==> src/rtl/ahb_ap_mem_responder.sv <==
// Wait-stated word memory behind a held ren/wen request; request_stall low marks the one-cycle RESP.
// Define AHB_AP_MEM_RESP_ERR_EN to fault out-of-range addresses instead of wrapping them modulo DEPTH.
module ahb_ap_mem_responder #(
    parameter logic [31:0] BASE_ADDR   = 32'h0000_0000,
    parameter int          DEPTH       = 16,
    parameter int          WAIT_CYCLES = 2
) (
    input  logic        AFT_CLK,
    input  logic        nRST,
    input  logic        ren,
    input  logic        wen,
    input  logic [31:0] addr,
    input  logic [31:0] wdata,
    input  logic [3:0]  strobe,
    output logic [31:0] rdata,
    output logic        request_stall,
    output logic        error,
    output logic [1:0]  o_fsm_state
);

    // Handshake: ren/wen are held until the cycle in which request_stall is low (RESP).
    // That cycle completes the access; dropping both requests earlier, during WAIT, abandons it.
    localparam int         AW        = (DEPTH > 1) ? $clog2(DEPTH) : 1;
    localparam logic [1:0] ST_IDLE   = 2'd0;
    localparam logic [1:0] ST_WAIT   = 2'd1;
    localparam logic [1:0] ST_RESP   = 2'd2;
    localparam logic [3:0] WAIT_INIT = 4'(WAIT_CYCLES);

    logic [1:0]  r_state;
    logic [3:0]  r_cnt;
    logic        r_op_wr;
    logic [31:0] r_addr;
    logic [31:0] r_wdata;
    logic [3:0]  r_strobe;
    logic [31:0] r_mem [DEPTH];

    logic        w_req;
    logic        w_resp;
    logic [31:0] w_offset;
    logic [AW-1:0] w_index;
    logic [31:0] w_word;
    logic        w_err;
    logic [1:0]  w_next_state;
    logic [3:0]  w_next_cnt;
    logic        w_unused;

    assign w_req    = ren | wen;
    assign w_offset = r_addr - BASE_ADDR;
    assign w_index  = w_offset[AW+1:2];
    assign w_word   = r_mem[w_index];

`ifdef AHB_AP_MEM_RESP_ERR_EN
    // DEPTH is a power of two, so any set bit above the index field means index >= DEPTH.
    assign w_err    = (r_addr < BASE_ADDR) || (w_offset[31:AW+2] != '0);
    assign w_unused = ^w_offset[1:0];
`else
    assign w_err    = 1'b0;
    assign w_unused = ^{w_offset[31:AW+2], w_offset[1:0]};
`endif

    // The IDLE accept cycle counts as the first stall cycle, so WAIT spans WAIT_CYCLES cycles.
    always_comb begin
        w_next_state = r_state;
        w_next_cnt   = r_cnt;
        case (r_state)
            ST_IDLE: begin
                if (w_req) begin
                    w_next_cnt   = WAIT_INIT;
                    w_next_state = (WAIT_INIT == 4'd0) ? ST_RESP : ST_WAIT;
                end
            end
            ST_WAIT: begin
                if (!w_req) begin
                    w_next_state = ST_IDLE;
                    w_next_cnt   = 4'd0;
                end else begin
                    w_next_cnt = r_cnt - 4'd1;
                    if (r_cnt <= 4'd1) begin
                        w_next_state = ST_RESP;
                    end
                end
            end
            ST_RESP: begin
                w_next_state = ST_IDLE;
                w_next_cnt   = 4'd0;
            end
            default: begin
                w_next_state = ST_IDLE;
                w_next_cnt   = 4'd0;
            end
        endcase
    end

    always_ff @(posedge AFT_CLK) begin
        if (!nRST) begin
            r_state  <= ST_IDLE;
            r_cnt    <= 4'd0;
            r_op_wr  <= 1'b0;
            r_addr   <= 32'h0;
            r_wdata  <= 32'h0;
            r_strobe <= 4'h0;
            for (int i = 0; i < DEPTH; i++) begin
                r_mem[i] <= 32'h0;
            end
        end else begin
            r_state <= w_next_state;
            r_cnt   <= w_next_cnt;
            if (r_state == ST_IDLE && w_req) begin
                r_op_wr  <= wen;
                r_addr   <= addr;
                r_wdata  <= wdata;
                r_strobe <= strobe;
            end
            if (r_state == ST_RESP && r_op_wr && !w_err) begin
                for (int b = 0; b < 4; b++) begin
                    if (r_strobe[b]) begin
                        r_mem[w_index][8*b +: 8] <= r_wdata[8*b +: 8];
                    end
                end
            end
        end
    end

    // Outputs are gated by nRST so they read zero for the whole reset window.
    assign w_resp        = nRST && (r_state == ST_RESP);
    assign request_stall = nRST && (((r_state == ST_IDLE) && w_req) || (r_state == ST_WAIT));
    assign rdata         = w_resp ? (w_err ? 32'hBAD1_BAD1 : w_word) : 32'h0;
    assign error         = w_resp && w_err;
    assign o_fsm_state   = r_state;

endmodule

==> config.mk <==
export PLATFORM = sky130hd
export DESIGN_NAME = ahb_ap_mem_responder
export DESIGN_NICKNAME = d
export VERILOG_FILES = /design/src/rtl/ahb_ap_mem_responder.sv
export SDC_FILE = /design/constraint.sdc
export NUM_CORES = 1
export LEC_CHECK = 0
export BUFFER_PORTS_ARGS = -buffer_cell sky130_fd_sc_hd__buf_4
export CAP_MARGIN = 20
export CORE_MARGIN = 1.5
export CORE_UTILIZATION = 65
export DETAILED_ROUTE_END_ITERATION = 16
export HOLD_SLACK_MARGIN = 0.03
export MAX_ROUTING_LAYER = met4
export PLACE_DENSITY = 0.92
export SYNTH_ARGS = -nofsm -noshare
export SYNTH_HDL_FRONTEND = slang
export SYNTH_SLANG_ARGS = --single-unit
==> constraint.sdc <==
create_clock -name AFT_CLK -period 4.5 [get_ports AFT_CLK]
set_input_delay 0 -clock AFT_CLK [delete_from_list [all_inputs] [get_ports AFT_CLK]]
set_output_delay 0 -clock AFT_CLK [all_outputs]
set_load 0.005 [all_outputs]
==> results.py, run 1 <==
metrics = {
    "status": {
        "outcome": "completed",
    },
    "sta": {
        "max_slew_margin_pct": 31.1,
        "layout_min_cycle_time_ns": 3.43,
        "hold_violations": 0,
        "finalSetupViolations": 0,
        "timing.hold.ws_ns": 0.265,
        "fin_crit_sh_pct": 76.1,
        "skew_ns": 0.0130,
        "rsz0062_at_grt": "false",
        "slew_violations": 0,
        "tns_ns": 0,
        "worstMarginPinSlew_ns": 1.03,
        "fmax_mhz": 292,
    },
    "placement": {
        "dpl.cell_count": 2256,
        "dpl_cell_area_mm2": 0.0270,
        "dpl.hpwl_um": 37200,
        "place.gp.congestion": 0.849,
        "numPortBuffers": 78,
    },
    "cells_and_area": {
        "drive_gt1_share_pct": 19.7,
        "layoutNonFillerInstCount": 2400,
        "area.growth.synth_to_final_pct": 11.4,
        "nets": 1907,
        "multi_input_area_mm2": 0.00904,
        "postLayoutCellArea_mm2": 0.0291,
        "register_area_mm2": 0.0164,
        "fillers": 2236,
    },
    "synth": {
        "syn_inst": 1767,
        "ys_ff_latch": 563,
        "synthesis.nets": 1841,
        "yosysUniqueCellTypes": 42,
        "ys_warn_count": 0,
        "synth_seq_area_share_pct": 62.8,
        "syn_area_mm2": 0.0261,
        "avgSynthCellArea_um2": 14.8,
    },
    "floorplan": {
        "die_w_um": 203,
        "ios": 108,
        "row_count": 73,
        "die-area_mm2": 0.0414,
        "die_h_um": 203,
        "core_mm2": 0.0396,
        "start_util_pct": 65.8,
    },
    "grt": {
        "grt_max_degree": 69,
        "grt_use_met1_pct": 39.3,
        "track_usage_pct": 31.7,
        "grt_use_met3_pct": 5.72,
        "grt_use_met2_pct": 52.4,
        "antenna_found_initial": 0,
        "global_route.overflow_total": 0,
        "grt_busiest_layer": "met2",
        "grt_pass1_vias": 15800,
        "grt_pass1_wl_um": 94000,
    },
    "worst_setup_path": {
        "crit_type": "flip-flop to output port",
        "start_kind": "flip-flop",
        "critPathMaxFanout": 32,
        "path_delay_family": "simple AND/OR/NAND/NOR gates",
        "cpMaxStageDelayCell": "or2_2",
        "required_ns": 4.50,
        "cp-end-kind": "output port",
        "worstPathCellList": "nand3b_2 > or2_2 > o221ai_1 > buf_4",
        "max_stage_delay_ns": 0.91,
        "path_buf_inv": 1,
        "crit_arrival_ns": 3.43,
    },
    "power": {
        "ir_worst_vdd_mv": 0.303,
        "leakage_nw": 10.4,
        "total_power_w": 0.0112,
        "p_per_area_mw_per_mm2": 386,
    },
    "routing": {
        "ant_nets": 0,
        "vias": 15500,
        "wl_per_cell_um": 25.8,
        "routed_wirelength_um": 61900,
        "first_iter_violations": 2002,
        "drc": 0,
        "firstDrtPassIters": 8,
        "via_per_inst": 6.46,
    },
    "clock_network": {
        "cts_resized": 0,
        "clock-root-buffer": "clkbuf_16",
        "cts_buffer_depth": 3,
        "cts.sink_count": 563,
        "h-tree-depth": 2,
        "cts_buffers": 52,
        "cts_tree": "yes",
        "clock_latency_ns": 0.58,
        "path_clk_slew_ns": 0.06,
    },
    "run": {
        "cap_violations": 0,
    },
    "min_path": {
        "min_path_type": "input pin to flip-flop",
    },
}
==> routing by layer <==
metal / part of all wire (%) / wire length [µm]
met4: 4.2 / 2620
met2: 51 / 31500
met3: 10 / 6450
met1: 35 / 21400
met5: 0 / 0
==> report_power, final <==
| group | total [W] | switching [W] | internal (W) |
|---|---|---|---|
| Combinational | 0.000813 | 0.000445 | 0.000368 |
| Clock | 0.00426 | 0.00188 | 0.00238 |
| Sequential | 0.00614 | 0.000262 | 0.00588 |
| Total | 0.0112 | 0.00259 | 0.00862 |
==> cells by family after synthesis <==
kind of cell               Yosys count  synth area share [%]
AOI/OAI and AO/OA                  120                  3.20
xor gates and xnor gates             1                0.0336
adders and majority gates            2                0.0959
buffers and inverters              165                  2.62
DFF                                563                  62.8
muxes                              160                  12.3
other                                1                0.0144
and+or+nand+nor                    755                  18.9
==> timing repair <==
| action | 4_1_cts | 5_1_grt |
|---|---|---|
| endpoints found under the hold margin | 47 | 0 |
| hold buffers | 47 | 0 |
| setup buffers | 0 | 0 |
==> synthesized netlist by cell type, drive strengths merged <==
| cell | number | area, µm² |
|---|---|---|
| and2 | 512 | 3200 |
| edfxtp | 512 | 15400 |
| mux4 | 128 | 2880 |
| clkbuf | 85 | 319 |
| nand3 | 73 | 365 |
| nand2b | 66 | 413 |
| nor3 | 62 | 636 |
| dfxtp | 51 | 1020 |
| buf | 42 | 223 |
| a21boi | 41 | 308 |
| o21ai | 41 | 205 |
| inv | 38 | 143 |
| mux2i | 32 | 320 |
| o221ai | 32 | 280 |
| nand4bb | 6 | 67.6 |
| nor2 | 6 | 22.5 |
| nand4b | 5 | 50.0 |
| nand2 | 4 | 15.0 |
| or4b | 4 | 43.8 |
| and3 | 3 | 18.8 |
| or2 | 3 | 18.8 |
| a21oi | 2 | 10.0 |
| and4b | 2 | 20.0 |
| ha | 2 | 25.0 |
| nand3b | 2 | 18.8 |
| nor3b | 2 | 15.0 |
| nor4 | 2 | 12.5 |
| nor4b | 2 | 17.5 |
| a2bb2oi | 1 | 8.76 |
| a31oi | 1 | 6.26 |
| conb | 1 | 3.75 |
| nand4 | 1 | 6.26 |
| o211ai | 1 | 7.51 |
| o31a | 1 | 8.76 |
| xor2 | 1 | 8.76 |
==> area by class of cell <==
| class | count | area share [%] |
|---|---|---|
| well taps | 525 | 2.26 |
| inverters | 38 | 0.490 |
| clock inverters | 23 | 0.460 |
| diodes | 1 | 0.00860 |
| multi-input cells | 1039 | 31.1 |
| flip-flops and latches | 563 | 56.4 |
| clock buffers | 72 | 5.15 |
| repair buffers | 139 | 4.15 |
==> worst register-to-register path: cells and delay by family, from the launching register on <==
family	cells	cell delay, ns
flops	1	0.66
simple gates	3	1.86
==> stage by stage <==
| stage | util (%) | setup slack (ns) |
|---|---|---|
| 2_1_floorplan | - | 2.56 |
| 3_3_place_gp | 68.0 | 1.89 |
| 3_5_place_dp | 68.0 | 1.74 |
| 4_1_cts | 73.3 | 1.17 |
| 5_1_grt | 73.4 | 0.968 |
| 6_report | 73.4 | 1.07 |
==> registers in the layout (all words and copies together) (netlist names), named ones only <==
signal,flops
r_addr,4
r_mem,512
r_cnt,4
o_fsm_state,2
r_wdata,32
r_op_wr,1
r_strobe,4
==> worst paths after layout <==
check                       from            to  slack (ns)  cells past startpoint
setup / recovery  o_fsm_state[0]      rdata[6]        1.07                      4
hold / removal         wdata[23]   r_wdata[23]        0.26                      4
setup reg to reg       r_addr[3]  r_mem[11][3]        1.61                      3
hold reg to reg      r_strobe[3]   r_strobe[3]        0.51                      2
==> placed cells by master, fill, tap and decap left out, drive strengths merged, types with 2 or more instances in the layout <==
cell         netlist  final
and4b              2      2
nand2              4      4
nor3b              2      2
o21ai             41     41
mux4             128    128
clkbuf            85     72
nand3             73     73
a21boi            41     41
buf               42     92
mux2i             32     32
and3               3      3
nor4b              2      2
or4b               4      4
nor3              62     62
nand2b            66     66
o221ai            32     32
or2                3      3
dlygate4sd3        0     47
ha                 2      2
nand3b             2      2
edfxtp           512    512
a21oi              2      2
nor2               6      6
clkinv             0     21
inv               38     39
nor4               2      2
nand4bb            6      6
nand4b             5      5
dfxtp             51     51
and2             512    512
(Power assumes the default switching activity.)
==> inputs of run 2 (changes only) <==
--- a/config.mk
+++ b/config.mk
@@ -8,11 +8,11 @@
 export BUFFER_PORTS_ARGS = -buffer_cell sky130_fd_sc_hd__buf_4
 export CAP_MARGIN = 20
 export CORE_MARGIN = 1.5
-export CORE_UTILIZATION = 65
+export CORE_UTILIZATION = 62
 export DETAILED_ROUTE_END_ITERATION = 16
 export HOLD_SLACK_MARGIN = 0.03
 export MAX_ROUTING_LAYER = met4
-export PLACE_DENSITY = 0.92
+export PLACE_DENSITY = 0.89
 export SYNTH_ARGS = -nofsm -noshare
 export SYNTH_HDL_FRONTEND = slang
 export SYNTH_SLANG_ARGS = --single-unit
==> constraint.sdc (replaced) <==
create_clock -name AFT_CLK -period 3.2 [get_ports AFT_CLK]
set_input_delay 0 -clock AFT_CLK [delete_from_list [all_inputs] [get_ports AFT_CLK]]
set_output_delay 0 -clock AFT_CLK [all_outputs]
set_load 0.005 [all_outputs]
==> run 2 against run 1 <==
Power rose by 47%; hold slack got worse by 0.18 ns; cell area rose by 1.4%; clock skew fell by 0.0026 ns; setup slack got worse by 0.95 ns; wire length rose by 1.7%; sequential share of layout area fell by 0.80 points; first-iteration DRC count fell by 13%; clock-buffer cell count fell by 7; non-clock buffer count rose by 24.
==> results.py, run 2 (synthesis results as in run 1) <==
metrics = {
    "status": {
        "outcome": "completed",
    },
    "floorplan": {
        "die-area_mm2": 0.0433,
        "start_util_pct": 63.3,
        "ios": 108,
        "row_count": 74,
        "die_h_um": 208,
        "core_mm2": 0.0412,
        "die_w_um": 208,
    },
    "clock_network": {
        "cts_hold_buf": 43,
        "cts_tree": "yes",
        "cts_buffers": 54,
        "clock_latency_ns": 0.61,
        "cts_buffer_depth": 3,
        "h-tree-depth": 2,
        "cts.sink_count": 563,
        "clock-root-buffer": "clkbuf_16",
        "cts_resized": 0,
        "post_cts_buffers": 0,
        "path_clk_slew_ns": 0.06,
    },
    "sta": {
        "worstMarginPinSlew_ns": 1.03,
        "rsz0062_at_grt": "false",
        "finalSetupViolations": 0,
        "fin_crit_sh_pct": 96.0,
        "fmax_mhz": 326,
        "skew_ns": 0.0105,
        "max_slew_margin_pct": 31.1,
        "slew_violations": 0,
        "timing.hold.ws_ns": 0.0856,
        "hold_violations": 0,
        "layout_min_cycle_time_ns": 3.07,
        "tns_ns": 0,
    },
    "cells_and_area": {
        "largest-register": "r_mem",
        "drive_gt1_share_pct": 21.0,
        "register_area_mm2": 0.0164,
        "largest_reg_flops": 512,
        "reg_top3": "r_mem x512, r_wdata x32",
        "nets": 1933,
        "area.growth.synth_to_final_pct": 13.0,
        "layout_common_cells": "and2_1 (512), edfxtp_1 (512), mux4_2 (128), buf_4 (114), nand3_1 (73)",
        "multi_input_area_mm2": 0.00904,
        "num_antenna_cells": 0,
        "fillers": 2367,
        "final_core_util_pct": 71.6,
    },
    "grt": {
        "grt_pass1_wl_um": 96000,
        "track_usage_pct": 30.6,
        "antenna_found_initial": 0,
        "grt_max_degree": 68,
        "grt_pass1_vias": 16000,
        "global_route.overflow_total": 0,
    },
    "run": {
        "cap_violations": 0,
    },
    "power": {
        "p_clk_share_pct": 40.5,
        "p_per_area_mw_per_mm2": 557,
        "p_sw_share_pct": 23.0,
        "power_frac_seq_pct": 52.2,
        "ir_worst_vdd_mv": 0.466,
        "leakage_nw": 10.6,
        "p_comb_share_pct": 7.3,
        "p_sw_w": 0.00378,
        "intPower_w": 0.0127,
    },
    "routing": {
        "via_per_inst": 6.40,
        "first_iter_violations": 1739,
        "drc": 0,
        "routed_wirelength_um": 63000,
        "vias": 15600,
        "firstDrtPassIters": 5,
        "ant_nets": 0,
        "wl_per_cell_um": 25.9,
    },
    "worst_setup_path": {
        "crit_arrival_ns": 3.07,
        "cp-end-kind": "output port",
        "critPathMaxFanout": 17,
        "ff2ff_path_depth": 4,
        "start_kind": "flip-flop",
        "required_ns": 3.20,
        "crit_type": "flip-flop to output port",
    },
    "min_path": {
        "hold_depth": 3,
        "min_path_type": "input pin to flip-flop",
    },
    "placement": {
        "dpl.hpwl_um": 38800,
        "place.gp.congestion": 0.832,
        "numPortBuffers": 78,
    },
}
==> run 2: changes by cell type in the layout (fill, tap and decap cells not counted), moves of 2 or more <==
cell and delta:
buf_4 +25, clkinv_2 -9, clkinv_1 +8, bufinv_16 +7
buf_12 +4, clkbuf_1 -4, clkbuf_8 -4, clkinvlp_4 +4
dlygate4sd3_1 -4, inv_6 +2
==> run 2: area by class of cell <==
class / count / share of cell area, %
Timing Repair Buffer: 163 / 4.77
Clock inverter: 35 / 1.32
Multi-Input combinational cell: 1039 / 30.6
Tap cell: 532 / 2.26
Sequential cell: 563 / 55.6
Inverter: 38 / 0.483
Clock buffer: 65 / 4.93
==> run 2: worst paths after layout <==
path	slack [ns]	from	to
min reg2reg	0.50	r_strobe[0]	r_strobe[0]
max reg2reg	0.40	o_fsm_state[0]	r_mem[8][19]
min	0.09	nRST	r_strobe[0]
max	0.13	o_fsm_state[0]	rdata[2]
==> run 2: power by group through the flow <==
stage | Clock [W] | Sequential, W | Combinational [W]
2_1_floorplan | 0 | 0.00850 | 0.000888
3_3_place_gp | 0 | 0.00870 | 0.00108
3_5_place_dp | 0 | 0.00873 | 0.00112
4_1_cts | 0.00667 | 0.00858 | 0.00118
5_1_grt | 0.00695 | 0.00862 | 0.00126
6_report | 0.00666 | 0.00859 | 0.00119
==> run 2: critical path, cell delays in order (launching register included) <==
cell and delay, ns:
dfxtp_1 0.50, nand3b_2 0.60, or2_2 0.66, buf_12 0.25, o221ai_1 0.28, buf_4 0.18
==> run 2: per-layer routing <==
layer,GRT usage (%),vias to the layer above,wire length (µm)
li1,-,6720,-
met1,39.2,7806,22900
met2,50.3,906,31900
met3,4.27,152,5750
met4,11.2,0,2480
met5,-,-,0
==> run 2: stage by stage <==
stage,cells,worst slack (ns),total power (W),cell area [µm²]
CTS,2435,0.178,0.0164,29500
global placement,2292,0.603,0.00978,27200
finish,2435,0.129,0.0164,29500
floorplan,1767,1.26,0.00939,26100
global route,2435,0.0633,0.0168,29500
detailed placement,2292,0.495,0.00985,27200
==> inputs of run 3 (changes only) <==
--- a/config.mk
+++ b/config.mk
@@ -12,7 +12,7 @@
 export DETAILED_ROUTE_END_ITERATION = 16
 export HOLD_SLACK_MARGIN = 0.03
 export MAX_ROUTING_LAYER = met4
-export PLACE_DENSITY = 0.89
+export PLACE_DENSITY_LB_ADDON = 0.08
 export SYNTH_ARGS = -nofsm -noshare
 export SYNTH_HDL_FRONTEND = slang
 export SYNTH_SLANG_ARGS = --single-unit
==> run 3 against run 2 <==
First-iteration DRC count fell by 20%; sequential cell count did not move; utilization rose by 1.3 points; hold slack improved by 0.14 ns; sequential power barely moved; critical path depth rose by 1; maximum frequency rose by 1.0%; die area did not move; critical path type unchanged; critical endpoint is now rdata[19]; largest cell class unchanged; largest power group unchanged.
==> results.py, run 3 (synthesis results as in run 1) <==
metrics = {
    "status": {
        "outcome": "completed",
    },
    "cells_and_area": {
        "postLayoutCellArea_mm2": 0.0300,
        "nets": 1978,
        "largest_reg_flops": 512,
        "layout_common_cells": "and2_1 (512), edfxtp_1 (512), mux4_2 (128), buf_4 (124), dlygate4sd3_1 (74)",
        "fillers": 2594,
        "area.growth.synth_to_final_pct": 15.1,
        "reg_top3": "r_mem x512, r_wdata x32",
        "largest-register": "r_mem",
        "drive_gt1_share_pct": 21.9,
    },
    "placement": {
        "numPortBuffers": 78,
        "dpl_cell_area_mm2": 0.0274,
        "dpl.hpwl_um": 38900,
        "post-place-ws_ns": 0.444,
        "place.gp.congestion": 0.825,
    },
    "clock_network": {
        "cts_buffer_depth": 3,
        "clock_latency_ns": 0.62,
        "cts_tree": "yes",
        "h-tree-depth": 2,
        "path_clk_slew_ns": 0.07,
        "cts.sink_count": 563,
        "cts_resized": 0,
        "cts_buffers": 56,
        "clock-root-buffer": "clkbuf_16",
    },
    "routing": {
        "drc": 0,
        "first_iter_violations": 1397,
        "highest_layer": "met4",
        "ant_nets": 0,
        "vias": 15400,
        "wl_met3_um": 4600,
        "firstDrtPassIters": 5,
        "wl_per_cell_um": 24.8,
        "wl_met2_um": 29600,
        "wl_met1_um": 25400,
        "via_per_inst": 6.18,
        "routed_wirelength_um": 61600,
    },
    "sta": {
        "slew_violations": 0,
        "tns_ns": 0,
        "worstMarginPinSlew_ns": 1.13,
        "fmax_mhz": 329,
        "fin_crit_sh_pct": 95.0,
        "hold_violations": 0,
        "fin_ws_ns": 0.160,
        "layout_min_cycle_time_ns": 3.04,
        "skew_ns": 0.0251,
        "rsz0062_at_grt": "false",
        "max_slew_margin_pct": 24.7,
        "finalSetupViolations": 0,
    },
    "power": {
        "p_clk_share_pct": 41.5,
        "p_sw_w": 0.00387,
        "power_frac_seq_pct": 51.1,
        "p_per_area_mw_per_mm2": 559,
        "ir_worst_vdd_mv": 0.447,
        "leakage_nw": 10.9,
        "p_sw_share_pct": 23.0,
        "p_comb_share_pct": 7.4,
        "intPower_w": 0.0129,
    },
    "grt": {
        "grt_max_degree": 74,
        "antenna_found_initial": 1,
        "global_route.overflow_total": 0,
        "grt_pass1_vias": 15500,
        "grt_pass1_wl_um": 93300,
        "track_usage_pct": 29.9,
    },
    "worst_setup_path": {
        "cp-end-kind": "output port",
        "crit_type": "flip-flop to output port",
        "crit_arrival_ns": 3.04,
        "start_kind": "flip-flop",
        "required_ns": 3.20,
        "critPathMaxFanout": 17,
    },
    "floorplan": {
        "die_h_um": 208,
        "die-area_mm2": 0.0433,
        "core_mm2": 0.0412,
        "die_w_um": 208,
        "start_util_pct": 63.3,
        "row_count": 74,
        "ios": 108,
    },
    "min_path": {
        "min_path_type": "input pin to flip-flop",
    },
    "run": {
        "cap_violations": 0,
    },
}
run 3: power groups by stage:
stage | Clock, W | Combinational [W] | Sequential (W)
after global placement | 0 | 0.00112 | 0.00872
after floorplan | 0 | 0.000888 | 0.00850
after global routing | 0.00729 | 0.00132 | 0.00863
final | 0.00696 | 0.00124 | 0.00859
after CTS | 0.00700 | 0.00124 | 0.00859
after detailed placement | 0 | 0.00114 | 0.00874
run 3: final timing paths:
check,slack (ns),end,cells past startpoint,start
setup / recovery,0.16,rdata[19],6,o_fsm_state[0]
hold / removal,0.22,r_wdata[10],4,wdata[10]
setup reg to reg,0.38,r_mem[5][9],4,o_fsm_state[1]
hold reg to reg,0.52,r_cnt[0],2,r_cnt[0]
run 3: stage by stage:
stage	std cells	power [W]	util [%]	hold WS [ns]
finish	2485	0.0168	72.9	0.225
global route	2485	0.0172	72.9	0.212
CTS	2484	0.0168	72.9	0.175
detailed placement	2304	0.00989	66.4	0.285
global placement	2304	0.00985	66.4	0.274
floorplan	1767	0.00939	-	0.132
run 3: area by class of cell:
cell class / count / area (µm²) / share of cell area (%)
diodes: 1 / 2.50 / 0.00833
clock buffers: 66 / 1500 / 5.00
clock inverters: 40 / 447 / 1.49
inverters: 38 / 143 / 0.475
multi-input cells: 1039 / 9040 / 30.1
flip-flops and latches: 563 / 16400 / 54.6
well taps: 532 / 666 / 2.22
repair buffers: 206 / 1830 / 6.10
run 3: timing repair:
action / in CTS / in global routing
hold buffers: 74 / 0
buffers inserted: 0 / 0
hold endpoints to repair: 50 / 0
run 3: routing by layer:
layer / vias to the layer above / track usage [%]
met5: - / -
met4: 0 / 9.72
met3: 125 / 5.33
met2: 589 / 46.1
met1: 7836 / 41.0
li1: 6817 / -
run 3: worst max-delay path, cell delays in order, from the launching register on:
cell      delay, ns
dfxtp_1        0.32
buf_4          0.19
nand3b_2       0.61
or2_2          0.52
buf_4          0.23
o221ai_1       0.35
buf_4          0.19
